===== src/rtl/ddr3_rd_sequencer_pkg.sv =====
// Shared settings for the DDR3 read sequencer: default burst length,
// command-FSM state encodings and the beat-tagging helper.
package ddr3_rd_sequencer_pkg;

   // Beats returned by the PHY for one READ command.
   localparam int unsigned DEF_BURST_BEATS = 4;

   // Command FSM encodings.
   localparam logic [0:0] ST_IDLE  = 1'b0;
   localparam logic [0:0] ST_ISSUE = 1'b1;

   // A beat closes the AXI burst when it ends a READ burst and no chunk follows.
   function automatic logic closes_axi_burst(input logic burst_end, input logic rseq);
      return burst_end && !rseq;
   endfunction

endpackage


===== src/rtl/ddr3_rd_sequencer_sync_fifo.sv =====
// Single-clock first-word-fall-through FIFO holding tagged read beats.
// The head word is visible combinationally; it reads as zero while empty.
module ddr3_rd_sequencer_sync_fifo #(
   parameter int unsigned WIDTH = 8,
   parameter int unsigned DEPTH = 16
) (
   input  logic             clock,
   input  logic             reset,
   input  logic             wr_en,
   input  logic [WIDTH-1:0] wr_data,
   input  logic             rd_en,
   output logic [WIDTH-1:0] rd_data,
   output logic             empty,
   output logic             full
);
   localparam int unsigned AW = $clog2(DEPTH);
   localparam int unsigned PW = AW + 1;

   logic [WIDTH-1:0] mem [DEPTH];
   logic [PW-1:0]    wr_ptr;
   logic [PW-1:0]    rd_ptr;

   assign empty   = (wr_ptr == rd_ptr);
   assign full    = (wr_ptr[AW] != rd_ptr[AW]) && (wr_ptr[AW-1:0] == rd_ptr[AW-1:0]);
   assign rd_data = empty ? '0 : mem[rd_ptr[AW-1:0]];

   // Storage array; written at the tail pointer.
   always_ff @(posedge clock) begin
      if (wr_en) begin
         mem[wr_ptr[AW-1:0]] <= wr_data;
      end
   end

   // Wrap-around pointers with an extra bit to tell full from empty.
   always_ff @(posedge clock or posedge reset) begin
      if (reset) begin
         wr_ptr <= '0;
         rd_ptr <= '0;
      end else begin
         if (wr_en) begin
            wr_ptr <= wr_ptr + PW'(1);
         end
         if (rd_en && !empty) begin
            rd_ptr <= rd_ptr + PW'(1);
         end
      end
   end

endmodule


===== src/rtl/ddr3_rd_sequencer.sv =====
// DDR3 read sequencer: turns AXI fetch commands into single-burst READs,
// reserving buffer credits per burst so non-stallable PHY beats always fit,
// and returns the beats tagged with request ID and AXI-burst last.
module ddr3_rd_sequencer
   import ddr3_rd_sequencer_pkg::*;
#(
   parameter int unsigned ADDRS       = 32,
   parameter int unsigned WIDTH       = 32,
   parameter int unsigned REQID       = 4,
   parameter int unsigned BURST_BEATS = DEF_BURST_BEATS,
   parameter int unsigned TAG_DEPTH   = 4,
   parameter int unsigned DATA_DEPTH  = 16
) (
   input  logic             clock,
   input  logic             reset,
   input  logic             mem_fetch_i,
   output logic             mem_accept_o,
   input  logic             mem_rseq_i,
   input  logic [REQID-1:0] mem_reqid_i,
   input  logic [ADDRS-1:0] mem_addr_i,
   output logic             ddr_rdreq_o,
   input  logic             ddr_rdack_i,
   output logic [ADDRS-1:0] ddr_addr_o,
   input  logic             dfi_rvalid_i,
   input  logic [WIDTH-1:0] dfi_rdata_i,
   output logic             mem_valid_o,
   input  logic             mem_ready_i,
   output logic             mem_last_o,
   output logic [REQID-1:0] mem_reqid_o,
   output logic [WIDTH-1:0] mem_data_o,
   output logic             err_o
);
   localparam int unsigned TAW = $clog2(TAG_DEPTH);
   localparam int unsigned TPW = TAW + 1;
   localparam int unsigned BCW = $clog2(BURST_BEATS);
   localparam int unsigned CW  = $clog2(DATA_DEPTH) + 1;
   localparam int unsigned BW  = WIDTH + REQID + 1;

   logic [0:0]       state;
   logic [0:0]       state_nxt;
   logic             accept;
   logic [REQID:0]   tag_mem [TAG_DEPTH];
   logic [TPW-1:0]   tag_wr_ptr;
   logic [TPW-1:0]   tag_rd_ptr;
   logic             tag_empty;
   logic             tag_full;
   logic [REQID-1:0] head_reqid;
   logic             head_rseq;
   logic [BCW-1:0]   beat_cnt;
   logic             beat_wr;
   logic             burst_end;
   logic             out_pop;
   logic [CW-1:0]    credits;
   logic [BW-1:0]    fifo_wdata;
   logic [BW-1:0]    fifo_rdata;
   logic             fifo_empty;
   logic             fifo_full;

   assign tag_empty = (tag_wr_ptr == tag_rd_ptr);
   assign tag_full  = (tag_wr_ptr[TAW] != tag_rd_ptr[TAW]) &&
                      (tag_wr_ptr[TAW-1:0] == tag_rd_ptr[TAW-1:0]);
   assign {head_reqid, head_rseq} = tag_mem[tag_rd_ptr[TAW-1:0]];

   assign beat_wr   = dfi_rvalid_i && !tag_empty;
   assign burst_end = (beat_cnt == BCW'(BURST_BEATS - 1));
   assign out_pop   = !fifo_empty && mem_ready_i;

   assign mem_accept_o = accept;
   assign ddr_rdreq_o  = (state == ST_ISSUE);

   // Command FSM next state; accept only with a free tag and a burst of credits.
   always_comb begin
      state_nxt = state;
      accept    = 1'b0;
      case (state)
         ST_IDLE: begin
            if (mem_fetch_i && !tag_full && (credits >= CW'(BURST_BEATS)) && !reset) begin
               accept    = 1'b1;
               state_nxt = ST_ISSUE;
            end
         end
         ST_ISSUE: begin
            if (ddr_rdack_i) begin
               state_nxt = ST_IDLE;
            end
         end
         default: state_nxt = ST_IDLE;
      endcase
   end

   // Command FSM state and the held READ address.
   always_ff @(posedge clock or posedge reset) begin
      if (reset) begin
         state      <= ST_IDLE;
         ddr_addr_o <= '0;
      end else begin
         state <= state_nxt;
         if (accept) begin
            ddr_addr_o <= mem_addr_i;
         end
      end
   end

   // Tag storage: {reqid, rseq} per outstanding READ.
   always_ff @(posedge clock) begin
      if (accept) begin
         tag_mem[tag_wr_ptr[TAW-1:0]] <= {mem_reqid_i, mem_rseq_i};
      end
   end

   // Tag pointers, beat position within the head burst, and the sticky error.
   always_ff @(posedge clock or posedge reset) begin
      if (reset) begin
         tag_wr_ptr <= '0;
         tag_rd_ptr <= '0;
         beat_cnt   <= '0;
         err_o      <= 1'b0;
      end else begin
         if (accept) begin
            tag_wr_ptr <= tag_wr_ptr + TPW'(1);
         end
         if (beat_wr) begin
            beat_cnt <= beat_cnt + BCW'(1);
            if (burst_end) begin
               tag_rd_ptr <= tag_rd_ptr + TPW'(1);
            end
         end
         if (dfi_rvalid_i && tag_empty) begin
            err_o <= 1'b1;
         end
      end
   end

   // Buffer credits: a burst is reserved on accept, one beat returned per output pop.
   always_ff @(posedge clock or posedge reset) begin
      if (reset) begin
         credits <= CW'(DATA_DEPTH);
      end else begin
         credits <= credits + CW'(out_pop) - (accept ? CW'(BURST_BEATS) : CW'(0));
      end
   end

   assign fifo_wdata = {closes_axi_burst(burst_end, head_rseq), head_reqid, dfi_rdata_i};

   ddr3_rd_sequencer_sync_fifo #(
      .WIDTH (BW),
      .DEPTH (DATA_DEPTH)
   ) u_data_fifo (
      .clock   (clock),
      .reset   (reset),
      .wr_en   (beat_wr),
      .wr_data (fifo_wdata),
      .rd_en   (mem_ready_i),
      .rd_data (fifo_rdata),
      .empty   (fifo_empty),
      .full    (fifo_full)
   );

   assign mem_valid_o = !fifo_empty;
   assign {mem_last_o, mem_reqid_o, mem_data_o} = fifo_rdata;

   // Credit accounting must keep the buffer within its depth.
   a_credit_bound: assert property (@(posedge clock) disable iff (reset)
      credits <= CW'(DATA_DEPTH));
   a_no_overflow: assert property (@(posedge clock) disable iff (reset)
      !(beat_wr && fifo_full));

endmodule


===== config.mk =====
export PLATFORM = sky130hd
export DESIGN_NAME = ddr3_rd_sequencer
export DESIGN_NICKNAME = d
export VERILOG_FILES = /design/src/rtl/ddr3_rd_sequencer_pkg.sv /design/src/rtl/ddr3_rd_sequencer_sync_fifo.sv /design/src/rtl/ddr3_rd_sequencer.sv
export SDC_FILE = /design/constraint.sdc
export NUM_CORES = 1
export LEC_CHECK = 0
export ABC_AREA = 1
export CORE_MARGIN = 2
export CORE_UTILIZATION = 35
export DETAILED_ROUTE_END_ITERATION = 12
export PLACE_DENSITY = 0.57
export SLEW_MARGIN = 20
export SYNTH_ARGS = -nofsm -noshare
export SYNTH_HDL_FRONTEND = slang
export SYNTH_HIERARCHICAL = 1
export SYNTH_SLANG_ARGS = --single-unit

===== constraint.sdc =====
create_clock -name clock -period 8.2 [get_ports clock]
set_input_delay 2.05 -clock clock [delete_from_list [all_inputs] [get_ports clock]]
set_output_delay 2.05 -clock clock [all_outputs]
set_load 0.01 [all_outputs]

---- Word-level counts from Yosys, hierarchy flattened ----
Memory sizes are Yosys's and may differ from the RTL's.
Index checks and enable logic that the tools add are counted.
W data, S select, Z words.
operators by class
  eq/ne operators ......................... 5
  magnitude comparators ................... 1
  reduce and logical (&&, ||, !) cells .... 14
  bitwise operators ....................... 1
  multiplexer cells ....................... 10
  add/sub/neg operators ................... 7
operators by type and width
  operator               count
  $mux W37               1
  $add A5 B1 Y5 const B  2
  $logic_and A1 B1 Y1    8
  $mux W1                7
  $add A3 B1 Y3 const B  2
  $add A5 B1 Y5          1
  $eq A5 B5 Y1           1
  $ge A5 B3 Y1 const B   1
  $logic_not A1 Y1       5
  $sub A5 B3 Y5          1
  $eq A3 B3 Y1           1
  $mux W3                1
  $add A2 B1 Y2 const B  1
  $eq A2 B2 Y1           1
  $eq A2 B2 Y1 const B   1
  $pmux W1 S2            1
  $reduce_and A2 Y1      1
  $ne A1 B1 Y1           1
  $not A1 Y1             1
storage, ports and cells
  output and inout bits ................... 73
  input port bits ......................... 75
  memories kept ........................... 2
  logic and storage cells ................. 49
  RAM bits ................................ 612
  register bits after elaboration ......... 57
memory list
  name             words  width  read ports  clocked after memory_dff  wr ports  RTL line                           source
  u_data_fifo.mem  16     37     1           0                         1         ddr3_rd_sequencer_sync_fifo.sv:19  logic [WIDTH-1:0] mem [DEPTH];
  tag_mem          4      5      1           0                         1         ddr3_rd_sequencer.sv:42            logic [REQID:0] tag_mem [TAG_DEPTH];

---- Longest topological paths before layout ----
Gate-level depths: netlist (run 1).
  word-level depth ........................ 10
  depth in mapped cells ................... 14
  mapped depth without buffers ............ 12

---- Hierarchy ----
Netlist (run 1), hierarchy kept.
modules (own cells, without submodules)
  module                       seq. area each (sq um)  cells an instance  times used  area an instance (sq um)
  ddr3_rd_sequencer_sync_fifo  18027.3                 2545               1           26041.2
  ddr3_rd_sequencer            1778.0                  295                1           2966.6

---- Worst setup path after synthesis (run 1) ----
No wires, ideal clock.
  path kind ............................... input to register
  from .................................... input dfi_rvalid_i
  to ...................................... memory u_data_fifo/mem[7][0] (netlist name), enable pin
  setup slack ............................. 2.574 ns
  library setup time ...................... 0.477 ns
  arrival time ............................ 5.149 ns
  buffers on the path ..................... 1
  data required time ...................... 7.723 ns
  stages .................................. 5
  path through ............................ nand2_1 inv_1 clkbuf_1 nand2_1 nor3_1
between the ends
  cells in the longest elaborated chain, start to end .. 3
ends and longest elaborated chain
  item                           RTL line                           source
  start: declaration             ddr3_rd_sequencer.sv:24            input logic dfi_rvalid_i,
  $logic_and A1 B1 Y1            ddr3_rd_sequencer.sv:64            assign beat_wr = dfi_rvalid_i && !tag_empty;
  net beat_wr                    ddr3_rd_sequencer.sv:50            logic beat_wr;
  $mux W1                        ddr3_rd_sequencer_sync_fifo.sv:29  if (wr_en) begin
  $mux W1 (not written as such)  ddr3_rd_sequencer_sync_fifo.sv:30  mem[wr_ptr[AW-1:0]] <= wr_data;
  end: declaration               ddr3_rd_sequencer_sync_fifo.sv:19
The timed path passes the listed nets, and every way through them passes these cells.

---- Worst setup path after layout (run 1) ----
  from .................................... register u_data_fifo.rd_ptr[0]
  to ...................................... output mem_data_o[14]
between the ends
  cells in the longest elaborated chain, start to end .. 2
  elaborated cells between the ends (all ways) .. 3
  those cells by class .................... 1 x eq/ne; 1 x mux; 1 x memory
ends and longest elaborated chain
  item                                                    RTL line                           source
  start: declaration                                      ddr3_rd_sequencer_sync_fifo.sv:21  logic [PW-1:0] rd_ptr;
  start signal: assignment                                ddr3_rd_sequencer_sync_fifo.sv:44  rd_ptr <= rd_ptr + PW'(1);
  $mem_v2 Z16 W37 / $eq A5 B5 Y1 (equally long branches)  -
  $mux W37 (*)                                            ddr3_rd_sequencer_sync_fifo.sv:25  assign rd_data = empty ? '0 : mem[rd_ptr[AW-1:0]];
  end: declaration                                        ddr3_rd_sequencer.sv:30            output logic [WIDTH-1:0] mem_data_o,
Every way passes the cells marked *; elsewhere a longest branch is shown, timed or not.

==> flow_summary.yaml, run 1 <==
global_route:
  antenna_found_initial: 2
  grt_max_degree: 184
  grt-ovfl-total: 0
  grt.total_usage_pct: 16.1
  grt_pass1_vias: 18000
  grt_pass1_wl_um: 106000
placement:
  port_buffers: 147
  dp_hpwl_um: 34700
  gp_congestion: 0.715
  place_ws_ns: 2.33
floorplan:
  die_h_um: 292
  num_rows: 105
  ios: 148
  start_util_pct: 35.3
  core_area_um2: 82100
  die_w_um: 292
  dieArea_um2: 85200
clock_tree:
  cts.sinks: 669
  postCtsSetupBuffers: 0
  cts_root_buffer: "clkbuf_16"
  cts_resized: 0
  clk_latency_ns: 0.63
  clk_path_buf_depth: 3
  cts_buffers: 73
  cts_tree: "yes"
  ctsHoldBuffers: 0
  clk_pin_slew_worst_paths_ns: 0.06
  cts_max_level: 3
run:
  drv_cap: 0
timing:
  skew_ns: 0.0219
  fin_ws_ns: 2.10
  rsz0062_at_grt: "false"
  setup_viol: 0
  fmax_mhz: 164
  finalSetupTns_ns: 0
  worstMarginPinSlew_ns: 1.02
  relSlewSlack_pct: 31.9
  hold_viol: 0
  period_share_pct: 74.4
  final_max_slew_viol_count: 0
  finalCriticalPeriod_ns: 6.10
route:
  ant_nets: 0
  drt_first_iter_violations: 1365
  firstDrtPassIters: 5
  drc: 0
  wl_per_cell_um: 16.8
  routed_wl_um: 68600
  vias: 18800
  via_per_inst: 4.59
setup_path:
  crit_arrival_ns: 4.05
  max_stage_delay_ns: 0.80
  cp_slowest_cell: "inv_8"
  r2r_start: "tag_rd_ptr[0]$_DFFE_PP0P_"
  crit_type: "reg -> out"
  r2r_cells: 7
  setup.worst_path.end: "mem_data_o[14]"
  end_kind: "output pin"
  critPathRequiredTime_ns: 6.15
  cp-startpoint: "u_data_fifo/rd_ptr[0]$_DFFE_PP0P_"
  crit_chain: "inv_8, buf_4, nand2_1, nand2_1, nand2_1, nand3_1, nand3_1, a21oi_1, clkdlybuf4s50_1"
  regToRegEndpoint: "u_data_fifo/mem[6][0]$_DFFE_PP_"
  critical_path.startpoint_type: "flip-flop"
  reg2reg_slack_ns: 4.76
  crit_top_cell: "nand2_1"
  cp_max_fo: 158
layout:
  areaGrowthSynthToFinish_pct: 16.9
  fillCellCount: 7734
  regArea_um2: 19800
  antenna_cells: 0
  drive_gt1_share_pct: 5.73
  multiInputGateArea_um2: 6930
  fin_nets: 3057
power_and_ir_drop:
  power_density_nw_per_um2: 354
  p_leak_nw: 14.4
  irDropWorstVdd_uv: 340
logic_synthesis:
  synthCells: 2838
  synth_warnings: 6
  netlist_area_um2: 29000
  syn-num-nets: 2932
  syn_area_per_cell_um2: 10.2
status:
  outcome: "complete, no violations"
worst_hold_path:
  hold_class: "reg -> reg"
per-stage QoR:
stage	hold slack [ns]	instances	power [mW]	utilization, %	area, um2
after CTS	0.476	4091	12.2	41.3	33900
after floorplan	0.453	2838	7.20	-	29000
final	0.472	4091	12.0	41.3	33900
after global placement	0.452	3958	8.85	38.4	31500
after global routing	0.495	4091	12.8	41.3	33900
after detailed placement	0.457	3958	8.87	38.4	31500
report_power, final:
group          internal [mW]  leakage [nW]  switching, mW
Sequential              4.26          6.23          0.224
Clock                   1.92          1.15           1.34
Combinational           1.49          7.05           2.78
per-layer routing:
| metal | vias up | GRT usage [%] | wire (um) | part of all wire [%] |
|---|---|---|---|---|
| met5 | - | 0 | 27 | 0.039 |
| met4 | 4 | 5.12 | 1550 | 2.3 |
| met3 | 104 | 3.50 | 4380 | 6.4 |
| met2 | 471 | 26.4 | 32000 | 47 |
| met1 | 8872 | 21.5 | 30700 | 45 |
| li1 | 9324 | - | - | - |
placed cells by master (no fill, tap or decap), types with 4 or more instances in the layout:
cell and count:
a21oi_1 37, buf_4 36, bufinv_16 7, clkbuf_1 13, clkbuf_16 76, clkdlybuf4s50_1 147
clkinv_1 22, clkinv_2 8, dfrtp_1 53, edfxtp_1 612, ha_1 19, inv_1 434
inv_2 7, nand2_1 1114, nand3_1 342, nand4_1 4, nor2_1 16, nor2_4 16
o21ai_0 11, xor2_1 14
state kept, by name, indices dropped and copies added (netlist names), 3 cells and up:
name,cells
u_data_fifo/mem,592
u_data_fifo/wr_ptr,5
tag_mem,20
u_data_fifo/rd_ptr,5
ddr_addr_o,32
tag_wr_ptr,3
tag_rd_ptr,3
credits,5
worst min path at each step:
stage	slack, ns	cells past startpoint	end	start
final	0.47	2	ddr_addr_o[5]$_DFFE_PP0P_	ddr_addr_o[5]$_DFFE_PP0P_
after CTS	0.48	2	ddr_addr_o[17]$_DFFE_PP0P_	ddr_addr_o[17]$_DFFE_PP0P_
after global routing	0.49	2	ddr_addr_o[13]$_DFFE_PP0P_	ddr_addr_o[13]$_DFFE_PP0P_
after global placement	0.45	2	ddr_addr_o[9]$_DFFE_PP0P_	ddr_addr_o[9]$_DFFE_PP0P_
after floorplan	0.45	2	beat_cnt[1]$_DFFE_PP0P_	beat_cnt[1]$_DFFE_PP0P_
after detailed placement	0.46	2	ddr_addr_o[0]$_DFFE_PP0P_	ddr_addr_o[0]$_DFFE_PP0P_
worst max-delay path: cells and delay by family (launching register included):
kind	cells	cell delay, ns
AND/OR/NAND/NOR	5	0.39
AO/OA/AOI/OAI	1	0.28
flip-flops	1	0.74
buffers and inverters	3	1.95
area by class of cell:
cell class	count	area share [%]
timing repair buffer	185	5.25
tap	1070	3.95
inverter	443	4.94
clock inverter	44	1.24
sequential	669	58.4
clock buffer	89	5.75
multi-input combinational	1591	20.4
(Power assumes the default switching activity.)
==> inputs of run 2 (changes only) <==
--- a/config.mk
+++ b/config.mk
@@ -9,7 +9,7 @@
 export CORE_MARGIN = 2
 export CORE_UTILIZATION = 35
 export DETAILED_ROUTE_END_ITERATION = 12
-export PLACE_DENSITY = 0.57
+export PLACE_DENSITY = 0.59
 export SLEW_MARGIN = 20
 export SYNTH_ARGS = -nofsm -noshare
 export SYNTH_HDL_FRONTEND = slang
==> constraint.sdc (replaced) <==
create_clock -name clock -period 5.25 [get_ports clock]
set_input_delay 1.3125 -clock clock [delete_from_list [all_inputs] [get_ports clock]]
set_output_delay 1.3125 -clock clock [all_outputs]
set_load 0.01 [all_outputs]
==> flow_summary.yaml, run 2 (synthesis gave the netlist of run 1 again) <==
status:
  outcome: "complete, no violations"
setup_path:
  cp_max_fo: 103
  critical_path.startpoint_type: "flip-flop"
  r2r_start: "tag_rd_ptr[1]$_DFFE_PP0P_"
  reg2reg_slack_ns: 2.00
  setup.worst_path.end: "mem_data_o[17]"
  regToRegEndpoint: "u_data_fifo/mem[4][33]$_DFFE_PP_"
  crit_type: "reg -> out"
  end_kind: "output pin"
  r2r_cells: 9
  crit_arrival_ns: 3.54
  critPathRequiredTime_ns: 3.94
  cp-startpoint: "u_data_fifo/rd_ptr[0]$_DFFE_PP0P_"
timing:
  finalCriticalPeriod_ns: 4.85
  worstMarginPinSlew_ns: 0.897
  rsz0062_at_grt: "false"
  setup_viol: 0
  hold_viol: 0
  final_max_slew_viol_count: 0
  skew_ns: 0.0196
  finalSetupTns_ns: 0
  fmax_mhz: 206
  period_share_pct: 92.3
  relSlewSlack_pct: 40.2
route:
  via_per_inst: 4.60
  routed_wl_um: 69200
  wl_per_cell_um: 16.9
  drc: 0
  firstDrtPassIters: 5
  vias: 18900
  ant_nets: 0
  drt_first_iter_violations: 1355
global_route:
  grt_pass1_vias: 17900
  grt.total_usage_pct: 16.3
  grt-ovfl-total: 0
  grt_pass1_wl_um: 106000
  grt_max_degree: 104
  antenna_found_initial: 2
layout:
  drive_gt1_share_pct: 6.13
  areaGrowthSynthToFinish_pct: 17.4
  largest_register_ffs: 592
  fin_nets: 3070
  final_util_pct: 41.5
  layout_common_cells: "1,114 x nand2_1, 612 x edfxtp_1, 434 x inv_1, 342 x nand3_1, 147 x clkdlybuf4s50_1"
  layout_commonest_cell: "nand2_1"
clock_tree:
  cts_tree: "yes"
  clk_latency_ns: 0.62
  cts_root_buffer: "clkbuf_16"
  cts_max_level: 3
  clk_path_buf_depth: 3
  cts.sinks: 669
  ctsHoldBuffers: 0
  cts_resized: 0
  cts_buffers: 73
  clk_pin_slew_worst_paths_ns: 0.06
  postCtsSetupBuffers: 0
placement:
  gp_congestion: 0.731
  port_buffers: 147
  dp_hpwl_um: 37500
floorplan:
  dieArea_um2: 85200
  num_rows: 105
  die_w_um: 292
  start_util_pct: 35.3
  core_area_um2: 82100
  die_h_um: 292
  ios: 148
run:
  drv_cap: 0
power_and_ir_drop:
  power_density_nw_per_um2: 547
  irDropWorstVdd_uv: 368
  p_leak_nw: 14.5
worst_hold_path:
  hold_class: "reg -> reg"
## run 2: stage by stage
stage | total power, mW | hold slack (ns) | setup WS, ns | instances | cell area, um2
final | 18.6 | 0.470 | 0.402 | 4104 | 34000
after global routing | 19.8 | 0.491 | 0.166 | 4104 | 34000
after CTS | 18.8 | 0.477 | 0.342 | 4102 | 34000
after floorplan | 11.2 | 0.453 | 0.361 | 2838 | 29000
after global placement | 13.9 | 0.453 | 1.01 | 3970 | 31800
after detailed placement | 14.0 | 0.460 | 1.02 | 3970 | 31800
## run 2: how the worst min path moves through the flow
| stage | start | to | depth (start not counted) |
|---|---|---|---|
| after floorplan | beat_cnt[1]$_DFFE_PP0P_ | beat_cnt[1]$_DFFE_PP0P_ | 2 |
| after global placement | ddr_addr_o[6]$_DFFE_PP0P_ | ddr_addr_o[6]$_DFFE_PP0P_ | 2 |
| after detailed placement | ddr_addr_o[14]$_DFFE_PP0P_ | ddr_addr_o[14]$_DFFE_PP0P_ | 2 |
| after CTS | ddr_addr_o[24]$_DFFE_PP0P_ | ddr_addr_o[24]$_DFFE_PP0P_ | 2 |
| after global routing | ddr_addr_o[27]$_DFFE_PP0P_ | ddr_addr_o[27]$_DFFE_PP0P_ | 2 |
| final | ddr_addr_o[24]$_DFFE_PP0P_ | ddr_addr_o[24]$_DFFE_PP0P_ | 2 |
## run 2: critical path: stages (launching register included)
cell,delay [ns]
dfrtp_4,0.67
inv_8,0.56
buf_12,0.35
nand2_1,0.08
nand2_1,0.07
nand2_1,0.04
nand3_1,0.09
nand3_1,0.08
a21oi_1,0.29
clkdlybuf4s50_1,0.59
## run 2: final cells by class
class	count	area, um2
fill	7683	48100
sequential	669	19800
multi-input combinational	1591	6940
timing repair buffer	198	2040
clock buffer	89	1940
inverter	443	1680
tap	1070	1340
clock inverter	43	298
antenna	1	2.50
## run 2: power breakdown
group / internal (mW) / switching (mW) / total, mW
Combinational: 2.43 / 4.37 / 6.80
Clock: 2.74 / 2.07 / 4.81
Sequential: 6.65 / 0.377 / 7.03
Total: 11.8 / 6.82 / 18.6
## run 2: routing by layer
layer	GRT usage, %	wire [um]
met1	21.8	30800
met2	26.3	32000
met3	3.24	4570
met4	5.64	1800
met5	0	7
